[config.mk]
export PLATFORM = sky130hd
export DESIGN_NAME = program_loader_flat
export DESIGN_NICKNAME = d
export VERILOG_FILES = /design/src/rtl/program_loader_pkg.sv /design/src/rtl/program_loader_if.sv /design/src/rtl/program_loader_checksum.sv /design/src/rtl/program_loader.sv /design/src/flat_wrapper.sv
export SDC_FILE = /design/constraint.sdc
export NUM_CORES = 1
export LEC_CHECK = 0
export BUFFER_PORTS_ARGS = -buffer_cell sky130_fd_sc_hd__buf_2
export CAP_MARGIN = 30
export CORE_AREA = 4 4 151 153
export CTS_BUF_LIST = sky130_fd_sc_hd__clkbuf_8
export CTS_CLUSTER_DIAMETER = 80
export DETAILED_ROUTE_END_ITERATION = 6
export DIE_AREA = 0 0 155 157
export GPL_ROUTABILITY_DRIVEN = 0
export GPL_TIMING_DRIVEN = 0
export PLACE_DENSITY = 0.56
export SYNTH_ARGS = -nofsm -noshare
export SYNTH_HDL_FRONTEND = slang
export SYNTH_SLANG_ARGS = --single-unit
[constraint.sdc]
create_clock -name clk -period 3.15 [get_ports clk]
set_clock_uncertainty 0.1 [all_clocks]
set_input_delay 0.315 -clock clk [delete_from_list [all_inputs] [get_ports clk]]
set_output_delay 0.315 -clock clk [all_outputs]
set_load 0.02 [all_outputs]
[src/rtl/program_loader_pkg.sv]
// Shared definitions for the program loader: stream word width, FSM states and header check causes.
package program_loader_pkg;

  localparam int unsigned WORD_W = 32;

  typedef enum logic [2:0] {
    ST_IDLE,
    ST_HDR,
    ST_LOAD,
    ST_CHECK,
    ST_DONE,
    ST_ERROR
  } state_e;

  typedef enum logic [1:0] {
    HDR_OK,
    HDR_LEN_ZERO,
    HDR_LEN_MAX
  } hdr_cause_e;

  function automatic hdr_cause_e check_header(input logic [WORD_W-1:0] n,
                                              input int unsigned max_words);
    if (n == '0) return HDR_LEN_ZERO;
    if (n > max_words) return HDR_LEN_MAX;
    return HDR_OK;
  endfunction

endpackage

[src/rtl/program_loader_if.sv]
// Valid/ready word stream carrying the program image into the loader.
interface program_loader_if #(
  parameter int unsigned DATA_W = 32
);
  logic              s_valid;
  logic [DATA_W-1:0] s_data;
  logic              s_ready;

  modport master (output s_valid, output s_data, input s_ready);
  modport slave  (input s_valid, input s_data, output s_ready);
endinterface

[src/rtl/program_loader_checksum.sv]
// Wrap-around sum of payload words, cleared at the start of each load.
module loader_checksum
  import program_loader_pkg::*;
#(
  parameter int unsigned DATA_W = WORD_W
) (
  input  logic              clk,
  input  logic              rst,
  input  logic              clear,
  input  logic              add,
  input  logic [DATA_W-1:0] data,
  output logic [DATA_W-1:0] value
);

  always_ff @(posedge clk or negedge rst) begin
    if (!rst)       value <= '0;
    else if (clear) value <= '0;
    else if (add)   value <= value + data;
  end

endmodule

[src/rtl/program_loader.sv]
// Boot loader: header word (payload length) then payload words written to consecutive memory addresses.
// Define PROGRAM_LOADER_CHECKSUM_EN to require a trailing wrap-around sum word after the payload.
module program_loader
  import program_loader_pkg::*;
#(
  parameter int unsigned       DATA_W    = WORD_W,
  parameter int unsigned       ADDR_W    = 32,
  parameter logic [ADDR_W-1:0] BASE_ADDR = '0,
  parameter int unsigned       MAX_WORDS = 1024
) (
  input  logic                clk,
  input  logic                rst,
  input  logic                start,
  program_loader_if.slave     stream,
  output logic                mem_we,
  output logic [ADDR_W-1:0]   mem_addr,
  output logic [DATA_W-1:0]   mem_wdata,
  output logic                cpu_run,
  output logic                busy,
  output logic                done,
  output logic                error,
  output logic [ADDR_W-1:0]   words_loaded
);

  state_e              state_q, state_d;
  logic [ADDR_W-1:0]   len_q, len_d;
  logic [ADDR_W-1:0]   idx_q, idx_d;
  logic                we_d;
  logic [ADDR_W-1:0]   addr_d, words_d;
  logic [DATA_W-1:0]   wdata_d;
  logic                accept;

`ifdef PROGRAM_LOADER_CHECKSUM_EN
  logic                csum_clear, csum_add;
  logic [DATA_W-1:0]   csum_value;

  loader_checksum #(.DATA_W(DATA_W)) u_checksum (
    .clk   (clk),
    .rst   (rst),
    .clear (csum_clear),
    .add   (csum_add),
    .data  (stream.s_data),
    .value (csum_value)
  );
`endif

  assign stream.s_ready = (state_q inside {ST_HDR, ST_LOAD, ST_CHECK});
  assign accept         = stream.s_ready && stream.s_valid;
  // The trailing write cycle still owns the memory port, and the core is released only after it.
  assign busy           = stream.s_ready || mem_we;
  assign done           = (state_q == ST_DONE) && !mem_we;
  assign cpu_run        = done;
  assign error          = (state_q == ST_ERROR);

  always_comb begin
    state_d = state_q;
    len_d   = len_q;
    idx_d   = idx_q;
    we_d    = 1'b0;
    addr_d  = mem_addr;
    wdata_d = mem_wdata;
    words_d = words_loaded;
`ifdef PROGRAM_LOADER_CHECKSUM_EN
    csum_clear = 1'b0;
    csum_add   = 1'b0;
`endif
    case (state_q)
      ST_IDLE, ST_ERROR: begin
        if (start) begin
          state_d = ST_HDR;
          words_d = '0;
`ifdef PROGRAM_LOADER_CHECKSUM_EN
          csum_clear = 1'b1;
`endif
        end
      end
      ST_HDR: begin
        if (accept) begin
          if (check_header(WORD_W'(stream.s_data), MAX_WORDS) != HDR_OK) begin
            state_d = ST_ERROR;
          end else begin
            len_d   = ADDR_W'(stream.s_data);
            idx_d   = '0;
            state_d = ST_LOAD;
          end
        end
      end
      ST_LOAD: begin
        if (accept) begin
          we_d    = 1'b1;
          addr_d  = BASE_ADDR + idx_q;
          wdata_d = stream.s_data;
          idx_d   = idx_q + ADDR_W'(1);
          words_d = idx_q + ADDR_W'(1);
`ifdef PROGRAM_LOADER_CHECKSUM_EN
          csum_add = 1'b1;
          if (idx_d == len_q) state_d = ST_CHECK;
`else
          if (idx_d == len_q) state_d = ST_DONE;
`endif
        end
      end
`ifdef PROGRAM_LOADER_CHECKSUM_EN
      ST_CHECK: begin
        if (accept) state_d = (stream.s_data == csum_value) ? ST_DONE : ST_ERROR;
      end
`endif
      default: ;
    endcase
  end

  always_ff @(posedge clk or negedge rst) begin
    if (!rst) begin
      state_q      <= ST_IDLE;
      len_q        <= '0;
      idx_q        <= '0;
      mem_we       <= 1'b0;
      mem_addr     <= '0;
      mem_wdata    <= '0;
      words_loaded <= '0;
    end else begin
      state_q      <= state_d;
      len_q        <= len_d;
      idx_q        <= idx_d;
      mem_we       <= we_d;
      mem_addr     <= addr_d;
      mem_wdata    <= wdata_d;
      words_loaded <= words_d;
    end
  end

endmodule

[src/flat_wrapper.sv]
// flat-port wrapper written by rule: the top's interface ports become plain ports
module program_loader_flat import program_loader_pkg::*;
#(
  parameter int unsigned       DATA_W    = WORD_W,
  parameter int unsigned       ADDR_W    = 32,
  parameter logic [ADDR_W-1:0] BASE_ADDR = '0,
  parameter int unsigned       MAX_WORDS = 1024
)
  (clk, rst, start, mem_we, mem_addr, mem_wdata, cpu_run, busy, done, error, words_loaded, stream_s_valid, stream_s_data, stream_s_ready);
  program_loader_if #(.DATA_W(DATA_W)) stream_i ();
  input  logic clk;
  input  logic rst;
  input  logic start;
  output logic mem_we;
  output logic [ADDR_W-1:0] mem_addr;
  output logic [DATA_W-1:0] mem_wdata;
  output logic cpu_run;
  output logic busy;
  output logic done;
  output logic error;
  output logic [ADDR_W-1:0] words_loaded;
  input wire logic [$bits(stream_i.s_valid)-1:0] stream_s_valid;
  input wire logic [$bits(stream_i.s_data)-1:0] stream_s_data;
  output wire logic [$bits(stream_i.s_ready)-1:0] stream_s_ready;
  assign stream_i.s_valid = stream_s_valid;
  assign stream_i.s_data = stream_s_data;
  assign stream_s_ready = stream_i.s_ready;
  program_loader #(.DATA_W(DATA_W), .ADDR_W(ADDR_W), .BASE_ADDR(BASE_ADDR), .MAX_WORDS(MAX_WORDS)) u_core (.clk(clk), .rst(rst), .start(start), .stream(stream_i), .mem_we(mem_we), .mem_addr(mem_addr), .mem_wdata(mem_wdata), .cpu_run(cpu_run), .busy(busy), .done(done), .error(error), .words_loaded(words_loaded));
endmodule
Word-level counts from Yosys, hierarchy flattened
Cells that the tools add are included.

word-level totals
  register bits = 164
  output and inout port bits = 102
  word-level logic and storage cells = 65
  input port bits = 36

cells by class
  reduce and logical (&&, ||, !) cells = 17
  magnitude comparators = 1
  equality and inequality tests = 11
  bitwise logic cells = 1
  muxes and demuxes = 27
  add/subtract/negate cells = 1

operator list
  cell                                                   number
  2-to-1 mux 32 bit                                      4
  case mux 32 bit (2 select lines)                       2
  adder 32 x 1 -> 32 bit, second input constant          1
  == test 32 bit                                         1
  > comparator 32 x 11 -> 1 bit, second input constant   1
  zero test 32 bit                                       1
  2-to-1 mux 3 bit                                       5
  2-to-1 mux 2 bit                                       6
  2-to-1 mux 1 bit                                       9
  case mux 3 bit (3 select lines)                        1
  == test 3 x 2 -> 1 bit, second input constant          2
  == test 3 bit, second input constant                   2
  inequality test 2 bit, second input constant           3
  AND reduction 3 bit                                    2
  nonzero test 2 bit                                     3
  nonzero test 3 bit                                     2
  AND reduction 5 bit                                    1
  inequality test 2 x 1 -> 1 bit, second input constant  2
  AND reduction 4 bit                                    1
  == test 3 x 1 -> 1 bit, second input constant          1
  zero test 3 bit                                        1
  logical AND 1 bit                                      2
  AND reduction 2 bit                                    1
  OR reduction 2 bit                                     1
  3 further kinds                                        3

Depth between registers and ports, before layout
  depth after elaboration = 16
  mapped depth = 10
  gate-level depth less buffers = 9

Least setup slack after synthesis
Ideal clock, no wire load.

  kind = reg-to-reg
  from = register u_core.idx_q[1]
  to = register u_core.state_q[1]
  data arrival time = 2.251 ns
  slack = 0.681 ns
  data required time = 2.932 ns
  buffers on the path = 1
  library setup time = 0.118 ns
  clock period less this slack = 2.469 ns
  stages on the path, launching flop included = 11
  path through = dfrtp_1 -> ha_1 -> and3_1 -> buf_2 -> nand4_1 -> o31a_1 -> nor3_1 -> o221ai_1 -> nor4_1 -> nand4_1 -> a21o_1

on the way
  longest elaborated chain between the ends = 4

RTL lines
  item                                    RTL line               text
  start: declaration                      program_loader.sv:27   logic [ADDR_W-1:0] idx_q, idx_d;
  start signal: assignment                program_loader.sv:124  idx_q <= idx_d;
  adder 32 x 1 -> 32 bit                  program_loader.sv:93   idx_d = idx_q + ADDR_W'(1);
  == test 32 bit                          program_loader.sv:99   if (idx_d == len_q) state_d = ST_DONE;
  inequality test 2 bit (no source line)  n/a
  AND reduction 5 bit (no source line)    n/a
  end signal: assignment                  program_loader.sv:122  state_q <= state_d;
  end: declaration                        program_loader.sv:25   state_e state_q, state_d;

No other way between the ends.
A chain may end at the register's enable or synchronous reset.

Final worst setup path
  from = register u_core.idx_q[0]
  to = register u_core.state_q[1]

Same word-level chain as after synthesis.

==> key figures <==
Clock tree
  – Clk slew on worst S/H paths: 90 ps
  – Clk sinks: 164
  – Clock buffer depth: 2
  – Cts bufs inserted: 17
  – Worst skew pair latency: 470 ps
  – H-tree depth: 4
  – Clock Tree Root: clkbuf_8
  – TritonCTS clock tree: done

Global routing
  – Initial antenna violation count: 0
  – Total Routing Usage GR: 20.2%
  – First-pass GRT wire length: 38600 um
  – Largest net degree at the start of global routing: 102
  – Gr ovfl total: 0
  – Vias in the first global route: 6897

Critical path
  – Setup crit end kind: register
  – R2R Setup Slk: 80 ps
  – Slowest library cell on the worst path: dfrtp_1
  – R2r endpoint: u_core.state_q[1]$_DFFE_PN0P_
  – Crit Path Max Fanout: 8
  – R2R depth: 9
  – Worst Setup SP: u_core.idx_q[0]$_DFFE_PN0P_
  – Launch point of the worst reg-to-reg path: u_core.idx_q[0]$_DFFE_PN0P_
  – Req. time, crit path: 3410 ps
  – CP startpoint kind: register
  – Critical path type: reg -> reg
  – CP arrival: 3320 ps
  – Crit-path cells: buf_2 -> nand4_4 -> nor4_4 -> and2_1 -> xnor3_1 -> o2111ai_1 -> nor4_4 -> nand4_1 -> a21o_1
  – Slowest Stage Delay on Critical Path: 460 ps
  – Crit-path most repeated cell: nor4_4

Synthesis
  – Yosys warns: 0
  – Syn Nets: 913
  – Yosys reg bits: 164
  – Mapped Avg Cell Area: 9.23 um2
  – Synth top area cells: dfrtp_1, nand2_1, o21ai_0, xnor2_1, xor2_1
  – Post-synthesis adder-cell area fraction: 0.155%
  – Number of synthesized flops with an enable pin: 0
  – Ys flop type: dfrtp_1
  – Post-Synth Simple-Gate Area: 25.6%
  – Cells after Synth: 876
  – Cell taking the most area after synthesis: dfrtp_1
  – Largest family of logic cells by synthesized area: simple AND/OR/NAND/NOR gates
  – Mux contribution to synthesized area: 1.90%
  – Cell Area, Synth: 8080 um2
  – Synth Area in Compound Gates: 10.7%
  – Seq/Total Area, Yosys: 50.8%
  – Yosys cell types: 68
  – Async S/R FF share, synth: 100%
  – Post-synthesis xor/xnor area fraction: 6.91%
  – Top cell type's share of synthesized area: 50.8%

Floorplanning
  – Initial core utilization: 37.5%
  – Core area: 21600 um2
  – I/O Pins: 138
  – Die Ht: 157 um
  – # rows: 54
  – Die width: 155 um
  – Die area: 24300 um2

Timing
  – Fmax: 326 MHz
  – Fin Hold WS: 24.0 ps
  – Slew Limit Fails: 0
  – Period utilization: 97.3%
  – Final setup viols: 0
  – Slack of the critical path: 83.6 ps
  – Tightest Pin Transition: 1050 ps
  – Min Tclk post-route: 3070 ps
  – Final hold viol count: 0
  – Worst slew margin: 30.0%

Finish
  – Share of cells above drive strength 1: 22.6%
  – Reg area: 4110 um2
  – Filler instances: 2092
  – Synth-to-Final Area Change: 24.6%
  – # diodes: 0
  – Nets@finish: 1105
  – Final core utilization: 46.7%
  – Area of the multi-input gates: 3790 um2

Power
  – Pwr dens: 407 nW/um2
  – Leakage: 5.15 nW
  – PnR Total Power: 4.10 mW
  – Max VDD drop: 0.285 mV

Drt
  – Routed vias: 6920
  – Detailed Route WL: 24200 um
  – Residual DRC: 0
  – Final ANT Viol Nets: 0
  – Average wire per standard cell: 17.8 um
  – Vias per inst: 5.09
  – DR pass1 iterations: 5
  – Starting DRT DRC Count: 440

Placed design
  – PortBufs: 137
  – Post-Place Setup Slack: -280 ps
  – Post-detail-place hpwl: 17400 um

Hold path
  – WHS Path Cells: 3
  – Worst hold endpoint: u_core.mem_wdata[31]$_DFFE_PN0P_
  – Worst Min Path Start: stream_s_data[31]
  – HP Class: in -> reg

Run status
  – Run status: finished, final reports clean

Flow run
  – Max_cap viols: 0
-- cell usage in the layout (no fill, tap or decap), types with 4 or more instances in the layout --
master	Yosys	final
nand2_1	245	245
dfrtp_1	164	163
buf_2	20	158
o21ai_0	81	81
xnor2_1	35	35
nor2_1	35	34
dlygate4sd3_1	0	32
clkbuf_1	37	30
xor2_1	21	21
nor2b_1	21	21
clkbuf_8	0	18
o31ai_1	17	17
nand3_1	17	16
nand4_1	14	14
a21oi_1	14	14
inv_1	11	11
nor4_1	15	11
and3_1	9	9
and2_1	7	7
nor3_1	8	7
nor4_4	2	6
mux2_1	6	6
inv_6	0	6
mux2_2	5	5
or3_1	5	5
buf_4	2	5
clkbuf_2	0	4
nand3b_1	4	4
and4_1	4	4
o32a_1	4	4
clkinvlp_4	0	4
-- registers in the layout, summed over array words and instances (netlist names) --
register	count
u_core.idx_q	32
u_core.len_q	32
u_core.mem_addr	32
u_core.mem_wdata	32
u_core.words_loaded	32
u_core.state_q	3
u_core.mem_we	1
-- cells in the mapped netlist, types with 6 or more instances --
cell type,n
nand4_1,14
buf_2,20
nor3_1,8
inv_1,11
a21oi_1,14
and3_1,9
nand2_1,245
clkbuf_1,37
nor2_1,35
o31ai_1,17
and2_1,7
nor2b_1,21
xnor2_1,35
xor2_1,21
o21ai_0,81
nand3_1,17
nor4_1,15
dfrtp_1,164
mux2_1,6
-- metrics by stage --
stage	cell area, um2	setup TNS (ps)	instances
after floorplan	8080	0	876
after global placement	9120	-179660	1293
after detailed placement	9160	-1250	1294
after CTS	9940	-29.5	1357
after global routing	10100	-5.40	1360
final	10100	0	1360
-- kinds of logic (layout without fill, tap and decap cells) --
group	after synthesis	count (layout)
buffers and inverters	74	278
multiplexers	14	14
flip-flops	164	164
XOR/XNOR	59	59
AO/OA/AOI/OAI	144	144
adder cells (fa/ha/maj)	1	1
AND/OR/NAND/NOR	420	420
-- routing by layer --
layer / wire length [um] / part of all wire [%] / track usage, % / vias up
met4: 440 / 1.8 / 6.31 / 0
met5: 0 / 0 / 0 / -
met3: 1250 / 5.2 / 3.77 / 27
met2: 11300 / 46 / 32.2 / 173
met1: 11300 / 47 / 28.3 / 3357
li1: - / - / - / 3363
-- critical path: cells and delay by family, from the launching register on --
kind,cells,cell delay [ps]
AOI/OAI and AO/OA,2,410
xor gates and xnor gates,1,180
buffers and inverters,1,270
DFF,1,460
and+or+nand+nor,5,1540
-- cell type report --
type / instances / share of cell area, %
buffer: 62 / 2.78
clock buffer: 18 / 2.46
clock inverter: 13 / 1.71
inverter: 11 / 0.410
multi-input combinational: 638 / 37.6
sequential: 164 / 40.8
tap: 280 / 3.48
timing repair buffer: 174 / 10.8
-- power breakdown --
| part | internal (mW) | switching (mW) | total, mW |
|---|---|---|---|
| combinational | 0.109 | 0.210 | 0.319 |
| clock | 0.816 | 0.851 | 1.67 |
| sequential | 2.11 | 0.00656 | 2.12 |
| total | 3.04 | 1.07 | 4.10 |
-- timing repair --
item                                    4_1_cts  5_1_grt
endpoints found under the setup margin       23       95
resized for setup                             7       27
hold buffers                                 32        0
setup buffers                                 0        4
pin swaps                                     2        7
endpoints found under the hold margin       140        0
-- worst max-delay path by stage --
stage / to / slack [ps] / cells past startpoint
5_1_grt: u_core.state_q[1]$_DFFE_PN0P_ / -5 / 10
2_1_floorplan: u_core.state_q[1]$_DFFE_PN0P_ / 680 / 10
4_1_cts: u_core.state_q[1]$_DFFE_PN0P_ / -30 / 9
3_5_place_dp: u_core.state_q[1]$_DFFE_PN0P_ / -280 / 10
3_3_place_gp: u_core.mem_wdata[20]$_DFFE_PN0P_ / -1100 / 1
6_report: u_core.state_q[1]$_DFFE_PN0P_ / 80 / 9
No activity file was read; power rests on OpenSTA's default activity.
